File: src/rtl/lc3_pkg.sv
// Shared constants, state encoding and helpers for the LC-3 operate-instruction issue block.
package lc3_pkg;

    localparam int unsigned DATA_W = 16;
    localparam int unsigned REG_N  = 8;
    localparam int unsigned REG_AW = 3;
    localparam int unsigned OP_W   = 4;

    localparam logic [OP_W-1:0] OP_ADD = 4'b0001;
    localparam logic [OP_W-1:0] OP_AND = 4'b0101;
    localparam logic [OP_W-1:0] OP_NOT = 4'b1001;

    localparam logic [2:0] NZP_N = 3'b100;
    localparam logic [2:0] NZP_Z = 3'b010;
    localparam logic [2:0] NZP_P = 3'b001;

    typedef enum logic [1:0] {
        IDLE = 2'd0,
        READ = 2'd1,
        EXEC = 2'd2,
        WB   = 2'd3
    } state_t;

    function automatic logic is_operate(input logic [OP_W-1:0] op);
        return (op == OP_ADD) || (op == OP_AND) || (op == OP_NOT);
    endfunction

    // One-hot {n,z,p} for a writeback value.
    function automatic logic [2:0] nzp_of(input logic [DATA_W-1:0] r);
        if (r[DATA_W-1])
            return NZP_N;
        else if (r == '0)
            return NZP_Z;
        else
            return NZP_P;
    endfunction

endpackage

File: src/rtl/lc3_regfile.sv
// General-purpose register file: two operand reads, a debug read, and two
// write ports where writeback takes priority over the external loader.
module lc3_regfile
    import lc3_pkg::*;
#(
    parameter int unsigned NREGS = 8,
    parameter int unsigned WIDTH = 16,
    localparam int unsigned AW   = $clog2(NREGS)
) (
    input  logic             clk,
    input  logic             rst,
    input  logic [AW-1:0]    ra1_addr,
    output logic [WIDTH-1:0] ra1_data,
    input  logic [AW-1:0]    ra2_addr,
    output logic [WIDTH-1:0] ra2_data,
    input  logic [AW-1:0]    dbg_addr,
    output logic [WIDTH-1:0] dbg_data,
    input  logic             wb_en,
    input  logic [AW-1:0]    wb_addr,
    input  logic [WIDTH-1:0] wb_data,
    input  logic             ext_en,
    input  logic [AW-1:0]    ext_addr,
    input  logic [WIDTH-1:0] ext_data
);

    logic [WIDTH-1:0] regs [NREGS];

    always_ff @(posedge clk) begin
        if (rst) begin
            for (int i = 0; i < int'(NREGS); i++)
                regs[i] <= '0;
        end else begin
            for (int i = 0; i < int'(NREGS); i++) begin
                if (wb_en && (wb_addr == AW'(i)))
                    regs[i] <= wb_data;
                else if (ext_en && (ext_addr == AW'(i)))
                    regs[i] <= ext_data;
            end
        end
    end

    assign ra1_data = regs[ra1_addr];
    assign ra2_data = regs[ra2_addr];
    assign dbg_data = regs[dbg_addr];

endmodule

File: src/rtl/lc3_operate_issue.sv
// Issue/writeback sequencer for LC-3 ADD/AND/NOT: decode, operand read,
// ALU drive, result capture and register/condition-code writeback.
module lc3_operate_issue
    import lc3_pkg::*;
#(
    parameter int unsigned NREGS = 8,
    parameter int unsigned WIDTH = 16
) (
    input  logic             clk,
    input  logic             rst,
    input  logic             inst_valid,
    output logic             inst_ready,
    input  logic [15:0]      inst,
    output logic [3:0]       alu_opcode,
    output logic [WIDTH-1:0] alu_a,
    output logic [WIDTH-1:0] alu_b,
    input  logic [WIDTH-1:0] alu_result,
    input  logic             wr_en,
    input  logic [2:0]       wr_addr,
    input  logic [WIDTH-1:0] wr_data,
    input  logic [2:0]       dbg_addr,
    output logic [WIDTH-1:0] dbg_data,
    output logic [2:0]       nzp,
    output logic             done,
    output logic             illegal
);

    state_t state, state_next;

    logic [15:0]      inst_q;
    logic [WIDTH-1:0] res_q;
    logic [WIDTH-1:0] rd_a, rd_b, b_sel;
    logic             accept;
    logic             load_inst, load_alu, load_res, wb_en, done_d, illegal_d;

    logic [3:0] op;
    logic [2:0] dr, sr1, sr2;

    assign accept = inst_valid && inst_ready;
    assign op     = inst_q[15:12];
    assign dr     = inst_q[11:9];
    assign sr1    = inst_q[8:6];
    assign sr2    = inst_q[2:0];

    lc3_regfile #(
        .NREGS (NREGS),
        .WIDTH (WIDTH)
    ) u_regfile (
        .clk      (clk),
        .rst      (rst),
        .ra1_addr (sr1),
        .ra1_data (rd_a),
        .ra2_addr (sr2),
        .ra2_data (rd_b),
        .dbg_addr (dbg_addr),
        .dbg_data (dbg_data),
        .wb_en    (wb_en),
        .wb_addr  (dr),
        .wb_data  (res_q),
        .ext_en   (wr_en),
        .ext_addr (wr_addr),
        .ext_data (wr_data)
    );

    // Operand b: zero for NOT, sign-extended imm5 or R[SR2] otherwise.
    always_comb begin
        b_sel = rd_b;
        if (op == OP_NOT)
            b_sel = '0;
        else if (inst_q[5])
            b_sel = {{(WIDTH-5){inst_q[4]}}, inst_q[4:0]};
    end

    always_ff @(posedge clk) begin
        if (rst)
            state <= IDLE;
        else
            state <= state_next;
    end

    // Unsupported opcodes are consumed in IDLE without leaving it.
    always_comb begin
        state_next = state;
        case (state)
            IDLE:    if (accept && is_operate(inst[15:12])) state_next = READ;
            READ:    state_next = EXEC;
            EXEC:    state_next = WB;
            WB:      state_next = IDLE;
            default: state_next = IDLE;
        endcase
    end

    always_comb begin
        load_inst = 1'b0;
        load_alu  = 1'b0;
        load_res  = 1'b0;
        wb_en     = 1'b0;
        done_d    = 1'b0;
        illegal_d = 1'b0;
        case (state)
            IDLE: begin
                load_inst = accept;
                illegal_d = accept && !is_operate(inst[15:12]);
            end
            READ:    load_alu = 1'b1;
            EXEC: begin
                load_res = 1'b1;
                done_d   = 1'b1;
            end
            WB:      wb_en = 1'b1;
            default: ;
        endcase
    end

    // done is launched at the EXEC edge so it is high for the whole WB cycle.
    always_ff @(posedge clk) begin
        if (rst) begin
            inst_ready <= 1'b1;
            inst_q     <= '0;
            alu_opcode <= '0;
            alu_a      <= '0;
            alu_b      <= '0;
            res_q      <= '0;
            nzp        <= NZP_Z;
            done       <= 1'b0;
            illegal    <= 1'b0;
        end else begin
            inst_ready <= (state_next == IDLE);
            done       <= done_d;
            illegal    <= illegal_d;
            if (load_inst)
                inst_q <= inst;
            if (load_alu) begin
                alu_opcode <= op;
                alu_a      <= rd_a;
                alu_b      <= b_sel;
            end
            if (load_res)
                res_q <= alu_result;
            if (wb_en)
                nzp <= nzp_of(res_q);
        end
    end

endmodule

File: config.mk
export PLATFORM = sky130hd
export DESIGN_NAME = lc3_operate_issue
export DESIGN_NICKNAME = d
export VERILOG_FILES = /design/src/rtl/lc3_pkg.sv /design/src/rtl/lc3_regfile.sv /design/src/rtl/lc3_operate_issue.sv
export SDC_FILE = /design/constraint.sdc
export NUM_CORES = 1
export LEC_CHECK = 0
export ABC_AREA = 1
export CORE_UTILIZATION = 50
export CTS_CLUSTER_SIZE = 40
export DETAILED_ROUTE_END_ITERATION = 12
export PLACE_DENSITY = 0.7
export SYNTH_ARGS = -nofsm -noshare
export SYNTH_HDL_FRONTEND = slang
export SYNTH_SLANG_ARGS = --single-unit
File: constraint.sdc
create_clock -name clk -period 3.3 [get_ports clk]
set_input_delay 0.99 -clock clk [delete_from_list [all_inputs] [get_ports clk]]
set_output_delay 0.99 -clock clk [all_outputs]
set_load 0.02 [all_outputs]
Yosys cells after proc, flatten, opt, wreduce, memory -nomap -nowiden
Memory sizes are Yosys's and may differ from the RTL's. A register that Yosys moved wholly into a read port is not among the register bits.
Index checks and enable logic that the tools add are counted.
{"block": "word_totals", "regBits": 60, "mem_bits_rw": 128, "in_bits": 58, "out_inout_bits": 58, "memories": 1}
{"memory": "u_regfile.regs", "depth": 8, "width": 16, "read_ports": 3, "rd_ports_with_merged_regs": 2, "wr": 8, "line_no": "lc3_regfile.sv:26", "rtl": "logic [WIDTH-1:0] regs [NREGS];"}
{"block": "classes", "eq_ne": 21, "muxes": 86, "bitwise_logic": 17, "reduce_logical": 28}
{"cell": "$mux 16", "n": 18}
{"cell": "$mux 1", "n": 62}
{"cell": "$eq 3x3->1 const B", "n": 8}
{"cell": "$logic_and 1x1->1", "n": 19}
{"cell": "$logic_not 16->1", "n": 1}
{"cell": "$or 1x1->1", "n": 16}
{"cell": "$eq 3x2->1 const B", "n": 4}
{"cell": "$mux 3", "n": 3}
{"cell": "$eq 4x4->1 const B", "n": 2}
{"cell": "$pmux 2 s4", "n": 1}
{"cell": "$eq 3x1->1 const B", "n": 2}
{"cell": "$logic_not 3->1", "n": 2}
{"cell": "$eq 2x2->1 const B", "n": 2}
{"cell": "$eq 4x1->1 const B", "n": 1}
{"cell": "$eq 4x3->1 const B", "n": 1}
{"cell": "$logic_not 2->1", "n": 2}
{"cell": "$mux 2", "n": 2}
{"cell": "$eq 2x1->1 const B", "n": 1}
{"cell": "$logic_or 1x1->1", "n": 2}
{"cell": "$reduce_or 2->1", "n": 1}
{"cell": "$logic_not 1->1", "n": 1}
{"cell": "$not 1->1", "n": 1}

Logic depth before layout (Yosys ltp)
Gate-level depths: netlist (run 1).
{"block": "logic_depth", "depth_word": 8, "depth_mapped": 11, "depth_no_buf": 9}

Cells and area by module
A second synthesis (run 1) with hierarchy kept.
{"block": "hier_totals", "hier_cells": 2046, "hier_area_um2": 13380.3}
{"module": "lc3_regfile", "n_inst": 1, "cells_each": 1660, "area_each_um2": 10334.9, "seq_area_each_um2": 3843.7}
{"module": "lc3_operate_issue", "n_inst": 1, "cells_each": 386, "area_each_um2": 3045.4, "seq_area_each_um2": 1521.5}

Worst setup path after synthesis (run 1)
No wires, ideal clock.
{"block": "synth_path", "kind": "input to output", "startpoint": "in dbg_addr[0]", "endpoint": "out dbg_data[13]", "arrival_time_ns": 2.096, "t_required_ns": 2.310, "path_slack_ns": 0.214, "cell_stages": 5, "path_cell_list": "buf_2 -> buf_2 -> clkbuf_1 -> o21ai_0 -> a31oi_1"}
{"block": "synth_via", "elab_chain_cells": 1}
{"item": "start, declared", "line_no": "lc3_operate_issue.sv:21", "rtl": "input logic [2:0] dbg_addr,"}
{"item": "$mem_v2 8x16"}
{"item": "end, declared", "line_no": "lc3_operate_issue.sv:22", "rtl": "output logic [WIDTH-1:0] dbg_data,"}
Every way passes these cells.

Worst setup path in the final report (run 1)
{"block": "layout_path", "startpoint": "in dbg_addr[1]", "endpoint": "out dbg_data[6]"}
The elaborated chain is that of the path after synthesis.

==> results of run 1 <==
[per-stage QoR]
| stage | std cells | utilization |
|---|---|---|
| 2_1_floorplan | 1471 | - |
| 3_3_place_gp | 1808 | 0.5665 |
| 3_5_place_dp | 1808 | 0.5665 |
| 4_1_cts | 1848 | 0.6015 |
| 5_1_grt | 1848 | 0.6004 |
| 6_report | 1848 | 0.6004 |
[power breakdown]
part           switching, mW  internal (mW)
logic                   1.02          0.509
registers              0.139           2.92
clock network           1.05           1.63
total                   2.21           5.07
[per-layer routing]
metal,share of wire,global-route usage,up-vias
li1,-,-,5304
met1,0.44,0.4908,5140
met2,0.42,0.4675,678
met3,0.12,0.05158,61
met4,0.021,0.06714,0
met5,0,0,-
[logic make-up after synthesis]
kind of cell	after synthesis	share of synthesized area
buffers and inverters	284	0.1064
adder cells (fa/ha/maj)	4	0.004347
AND/OR/NAND/NOR	442	0.1671
flip-flops	207	0.4712
AO/OA/AOI/OAI	534	0.2509
[cells in the final DEF, fill, tap and decap left out, types with 20 or more instances in the layout]
cell type,n
nand2_1,221
a21oi_1,186
o21ai_0,176
inv_1,142
o22ai_1,132
nand3_1,131
edfxtp_1,128
clkdlybuf4s50_1,96
dfxtp_1,77
nor2_1,69
buf_4,44
clkbuf_16,22
clkinv_1,20
[worst max-delay path: stages]
cell	delay, ps
clkdlybuf4s15_2	250
inv_4	100
buf_4	160
a21oi_1	90
o21ai_0	90
nand2_1	70
nor2_1	40
a31oi_1	250
buf_2	230
[worst max-delay path by stage]
stage | start | endpoint | slack (ps) | depth (start not counted)
detailed placement | dbg_addr[1] | dbg_data[13] | -710 | 7
global placement | dbg_addr[1] | dbg_data[5] | -660 | 9
CTS | dbg_addr[0] | dbg_data[2] | 4 | 8
global route | dbg_addr[1] | dbg_data[5] | 9 | 9
floorplan | dbg_addr[0] | dbg_data[13] | 210 | 5
finish | dbg_addr[1] | dbg_data[6] | 40 | 9
[timing repair]
| item | in CTS | in global routing |
|---|---|---|
| hold buffers | 0 | 0 |
| pin swaps | 4 | 0 |
| endpoints found under the setup margin | 16 | 6 |
| resized for setup | 86 | 8 |
[registers in the layout (all words and copies together), names as in the netlist, named ones only]
register and flops:
alu_a 16, res_q 16, inst_ready 1, done 1, alu_opcode 4, inst_q 16, state 2, u_regfile.regs 128
nzp 3, illegal 1, alu_b 16
[final cells by class]
type,instances,area share
Multi-Input combinational cell,980,0.3587
Sequential cell,207,0.3993
Clock buffer,23,0.04077
Clock inverter,17,0.01832
Inverter,174,0.04860
Timing Repair Buffer,162,0.1081
Tap cell,285,0.02623
==> flow_summary.ini, run 1 <==
[status]
outcome = finished, final reports clean

[drt]
vias_per_cell = 6.051
wl_per_cell_um = 20.60
firstDrtPassIters = 7
wirelength_um = 38070
ant_nets = 0
drcViolationCount = 0
dr.first_iter.drc_count = 1753
vias = 11183

[global_route]
grt_first_pass_wirelength_um = 58100
grt_max_degree = 73
antenna_found_initial = 0
grtUsageTotal = 0.3187
grt-ovfl-total = 0
first_global_vias = 9742

[power]
irDropWorstVdd_mv = 0.5574
fin_total_pwr_mw = 7.277
pwr_density_cell_nw_per_um2 = 535.3
p_leak_nw = 5.262

[clocking]
path_clk_slew_ps = 60
cts-buffers-inserted = 22
clock-sinks = 207
cts_root_buffer = clkbuf_16
clk-insertion-delay-late_ps = 530
clockBufferDepth = 3
htreeDepth = 1
cts_tree = built
cts_setup_buffers = 0

[place]
gp_congestion = 0.9379
dpl-instance-area_um2 = 12820
place_ws_ps = -709.4
hpwl_um = 27230
io_buffers = 115

[logic_synthesis]
synth_top_area_frac = 0.3338
ys_ff_latch = 207
ys_seq_area_frac = 0.4712
yosys-top-cells-area = edfxtp_1 (33%), dfxtp_1 (14%), a21oi_1 (8.1%)
yosysMostFrequentCell = nand2_1
postSynthAreaPerCell_um2 = 7.827
synth.distinct_cells = 35
synth_commonest_cells = nand2_1 (221), a21oi_1 (186), o21ai_0 (177)
asyncSetResetFlopFracSynth = 0
netlist_area_um2 = 11510
yosysTopAreaCell = edfxtp_1
ys_warn_count = 0
dominantRegCellSynth = edfxtp_1
synth_edf_count = 128
synth_nets = 1533
syn_inst = 1471

[hold_path]
hp-class = reg -> reg
whs_path_depth = 2
min_to = inst_q[3]$_SDFFE_PP0P_
hp-start = inst_q[3]$_SDFFE_PP0P_

[sta]
layout_setup_ws_ps = 35.23
final-max-slew-violation-count = 0
finClkSkew_ps = 18.79
hold_slack_ps = 460.4
worst_pin_slew_ps = 1032
setup-tns-final_ps = 0
fmax_mhz = 306.3
post-route-period-util = 0.9893
final-setup-viol-count = 0
rsz0062_at_grt = no
finalHoldViolCount = 0
layout_min_cycle_time_ps = 3265
max_slew_margin = 0.3111

[finish]
layout-drive-gt1-share = 0.08637
regArea_um2 = 5428
nNetsFinal = 1609
final_area_um2 = 13590
nFillCells = 2089
multi_input_area_um2 = 4876
n_antenna_cell = 0
area_delta_synth_final_pct = 18.07

[floorplan]
core-area_um2 = 22640
chipWidth_um = 153.7
io_pins = 116
initial_core_util = 0.5085
row_count = 55
die_h_um = 153.7
die_area_um2 = 23640

[critical_path]
cp-end-kind = primary output
critical_path_class = in -> out
critPathMaxFanout = 10
rr_startpoint = inst_q[8]$_SDFFE_PP0P_
start_kind = input port
r2r_slack_ps = 1250
worstReg2RegEnd = alu_a[2]$_SDFFE_PP0N_
rr_worst_depth = 4
worst_ep_arrival_time_ps = 2270
crit_required_ps = 2310

[flow_run]
maxCapViolCount = 0
No activity file was read; power rests on OpenSTA's default activity.
==> run 2, diff against run 1 <==
--- a/config.mk
+++ b/config.mk
@@ -6,7 +6,9 @@
 export NUM_CORES = 1
 export LEC_CHECK = 0
 export ABC_AREA = 1
+export CAP_MARGIN = 20
 export CORE_UTILIZATION = 50
+export CTS_BUF_LIST = sky130_fd_sc_hd__clkbuf_8
 export CTS_CLUSTER_SIZE = 40
 export DETAILED_ROUTE_END_ITERATION = 12
 export PLACE_DENSITY = 0.7
==> flow_summary.ini, run 2 (same netlist as run 1, synthesis figures left out) <==
[sta]
worst_pin_slew_ps = 1053
layout_setup_ws_ps = 57.20
finClkSkew_ps = 12.22
max_slew_margin = 0.2972
final-setup-viol-count = 0
rsz0062_at_grt = no
layout_min_cycle_time_ps = 3243
post-route-period-util = 0.9827
final-max-slew-violation-count = 0
finalHoldViolCount = 0
fmax_mhz = 308.4

[clocking]
cts_tree = built
cts_setup_buffers = 0
cts_root_buffer = clkbuf_8
cts-buffers-inserted = 35
clock-sinks = 207
clockBufferDepth = 3
htreeDepth = 2
path_clk_slew_ps = 60
clk-insertion-delay-late_ps = 540

[floorplan]
die_area_um2 = 23640
io_pins = 116
initial_core_util = 0.5085
chipWidth_um = 153.7
die_h_um = 153.7
core-area_um2 = 22640
row_count = 55

[status]
outcome = finished, final reports clean

[finish]
final_common_cell = nand2_1
final_cell_count_no_fill = 1871
layout-drive-gt1-share = 0.08827
area_delta_synth_final_pct = 16.46
layout_common_cells = nand2_1 (221), a21oi_1 (186), o21ai_0 (176), inv_1 (160), o22ai_1 (132)
nNetsFinal = 1622
largest_reg_flops = 128
regMostFlops = u_regfile.regs
n_antenna_cell = 0

[power]
power_switching_mw = 2.197
irDropWorstVdd_mv = 0.3506
power_frac_clock = 0.309
seqPwrFrac = 0.460
p_int_mw = 4.457
share_comb_of_total_power = 0.230
pwr_density_cell_nw_per_um2 = 496.3
switching_share = 0.3302
p_leak_nw = 5.255

[critical_path]
cp_slowest_cell = clkdlybuf4s15_2
cp-end-kind = primary output
critPathMaxFanout = 10
path_cells = clkdlybuf4s15_2, inv_4, buf_4, a21oi_1, o21ai_0, nand2_1, nor2_1, a31oi_1, buf_2
crit_required_ps = 2310
worst_ep_arrival_time_ps = 2250
path_buf_inv = 4
start_kind = input port
cp_top_family = buffers and inverters
critical_path_class = in -> out
critPathMaxStageDelay_ps = 250

[hold_path]
hp-class = reg -> reg

[drt]
dr.first_iter.drc_count = 1755
ant_nets = 0
drcViolationCount = 0
firstDrtPassIters = 5
vias = 11330
wirelength_um = 38290
wl_per_cell_um = 20.47
vias_per_cell = 6.056

[global_route]
first_global_vias = 9756
grt_max_degree = 73
grt-ovfl-total = 0
antenna_found_initial = 0
grtUsageTotal = 0.3218
grt_first_pass_wirelength_um = 58260

[place]
gp_congestion = 0.9379
hpwl_um = 27230
dpl.cell_count = 1808
place_ws_ps = -709.4
io_buffers = 115

[flow_run]
maxCapViolCount = 0
run 2: cell types whose count changed in the layout (fill, tap and decap cells not counted), sizes merged:
cell,change
bufinv,-5
inv,+19
clkinv,-4
clkbuf,+13
run 2: worst min-delay path: stages, from the launching register on:
cell	delay (ps)
dfxtp_1	300
inv_1	60
a21oi_1	60
run 2: per-stage QoR:
step	hold slack, ps	utilization	power, mW	setup TNS, ps	cell area (um^2)
floorplan	429.7	-	4.071	0	11510
finish	458.7	0.5923	6.654	0	13410
global placement	446.7	0.5665	4.604	-9532	12820
global route	481.4	0.5923	6.933	0	13410
detailed placement	454.7	0.5665	4.622	-9791	12820
CTS	463.5	0.5934	6.642	0	13430
run 2: area by class of cell:
| class | count | area (um^2) |
|---|---|---|
| clock buffers | 36 | 495.5 |
| fillers | 2149 | 9231 |
| repair buffers | 162 | 1470 |
| clock inverters | 27 | 122.6 |
| well taps | 285 | 356.6 |
| multi-input cells | 980 | 4876 |
| inverters | 174 | 660.6 |
| flip-flops and latches | 207 | 5428 |
run 2: final timing paths:
| kind | from | end | slack [ps] | cells past startpoint |
|---|---|---|---|---|
| max reg2reg | inst_q[8]$_SDFFE_PP0P_ | alu_a[2]$_SDFFE_PP0N_ | 1260 | 4 |
| min | inst_q[3]$_SDFFE_PP0P_ | inst_q[3]$_SDFFE_PP0P_ | 460 | 2 |
| max | dbg_addr[1] | dbg_data[6] | 60 | 9 |
| min reg2reg | inst_q[3]$_SDFFE_PP0P_ | inst_q[3]$_SDFFE_PP0P_ | 460 | 2 |
run 2: power by group through the flow:
stage	logic (mW)	registers, mW	clock network, mW
6_report	1.53	3.06	2.06
4_1_cts	1.51	3.05	2.08
3_3_place_gp	1.50	3.10	0
5_1_grt	1.68	3.07	2.18
3_5_place_dp	1.52	3.11	0
2_1_floorplan	0.994	3.08	0
run 2: repair_timing:
| item | in CTS | in global routing |
|---|---|---|
| gates resized for setup | 86 | 8 |
| hold buffers | 0 | 0 |
| pin swaps | 4 | 0 |
| endpoints found under the hold margin | 0 | 0 |
| endpoints found under the setup margin | 16 | 6 |
| cloned | 0 | 0 |
run 2: per-layer routing:
metal | global-route usage | routed length, um | share of wire
met5 | 0 | 0 | 0
met4 | 0.06762 | 690 | 0.018
met3 | 0.06764 | 4807 | 0.13
met2 | 0.4688 | 16030 | 0.42
met1 | 0.4885 | 16770 | 0.44
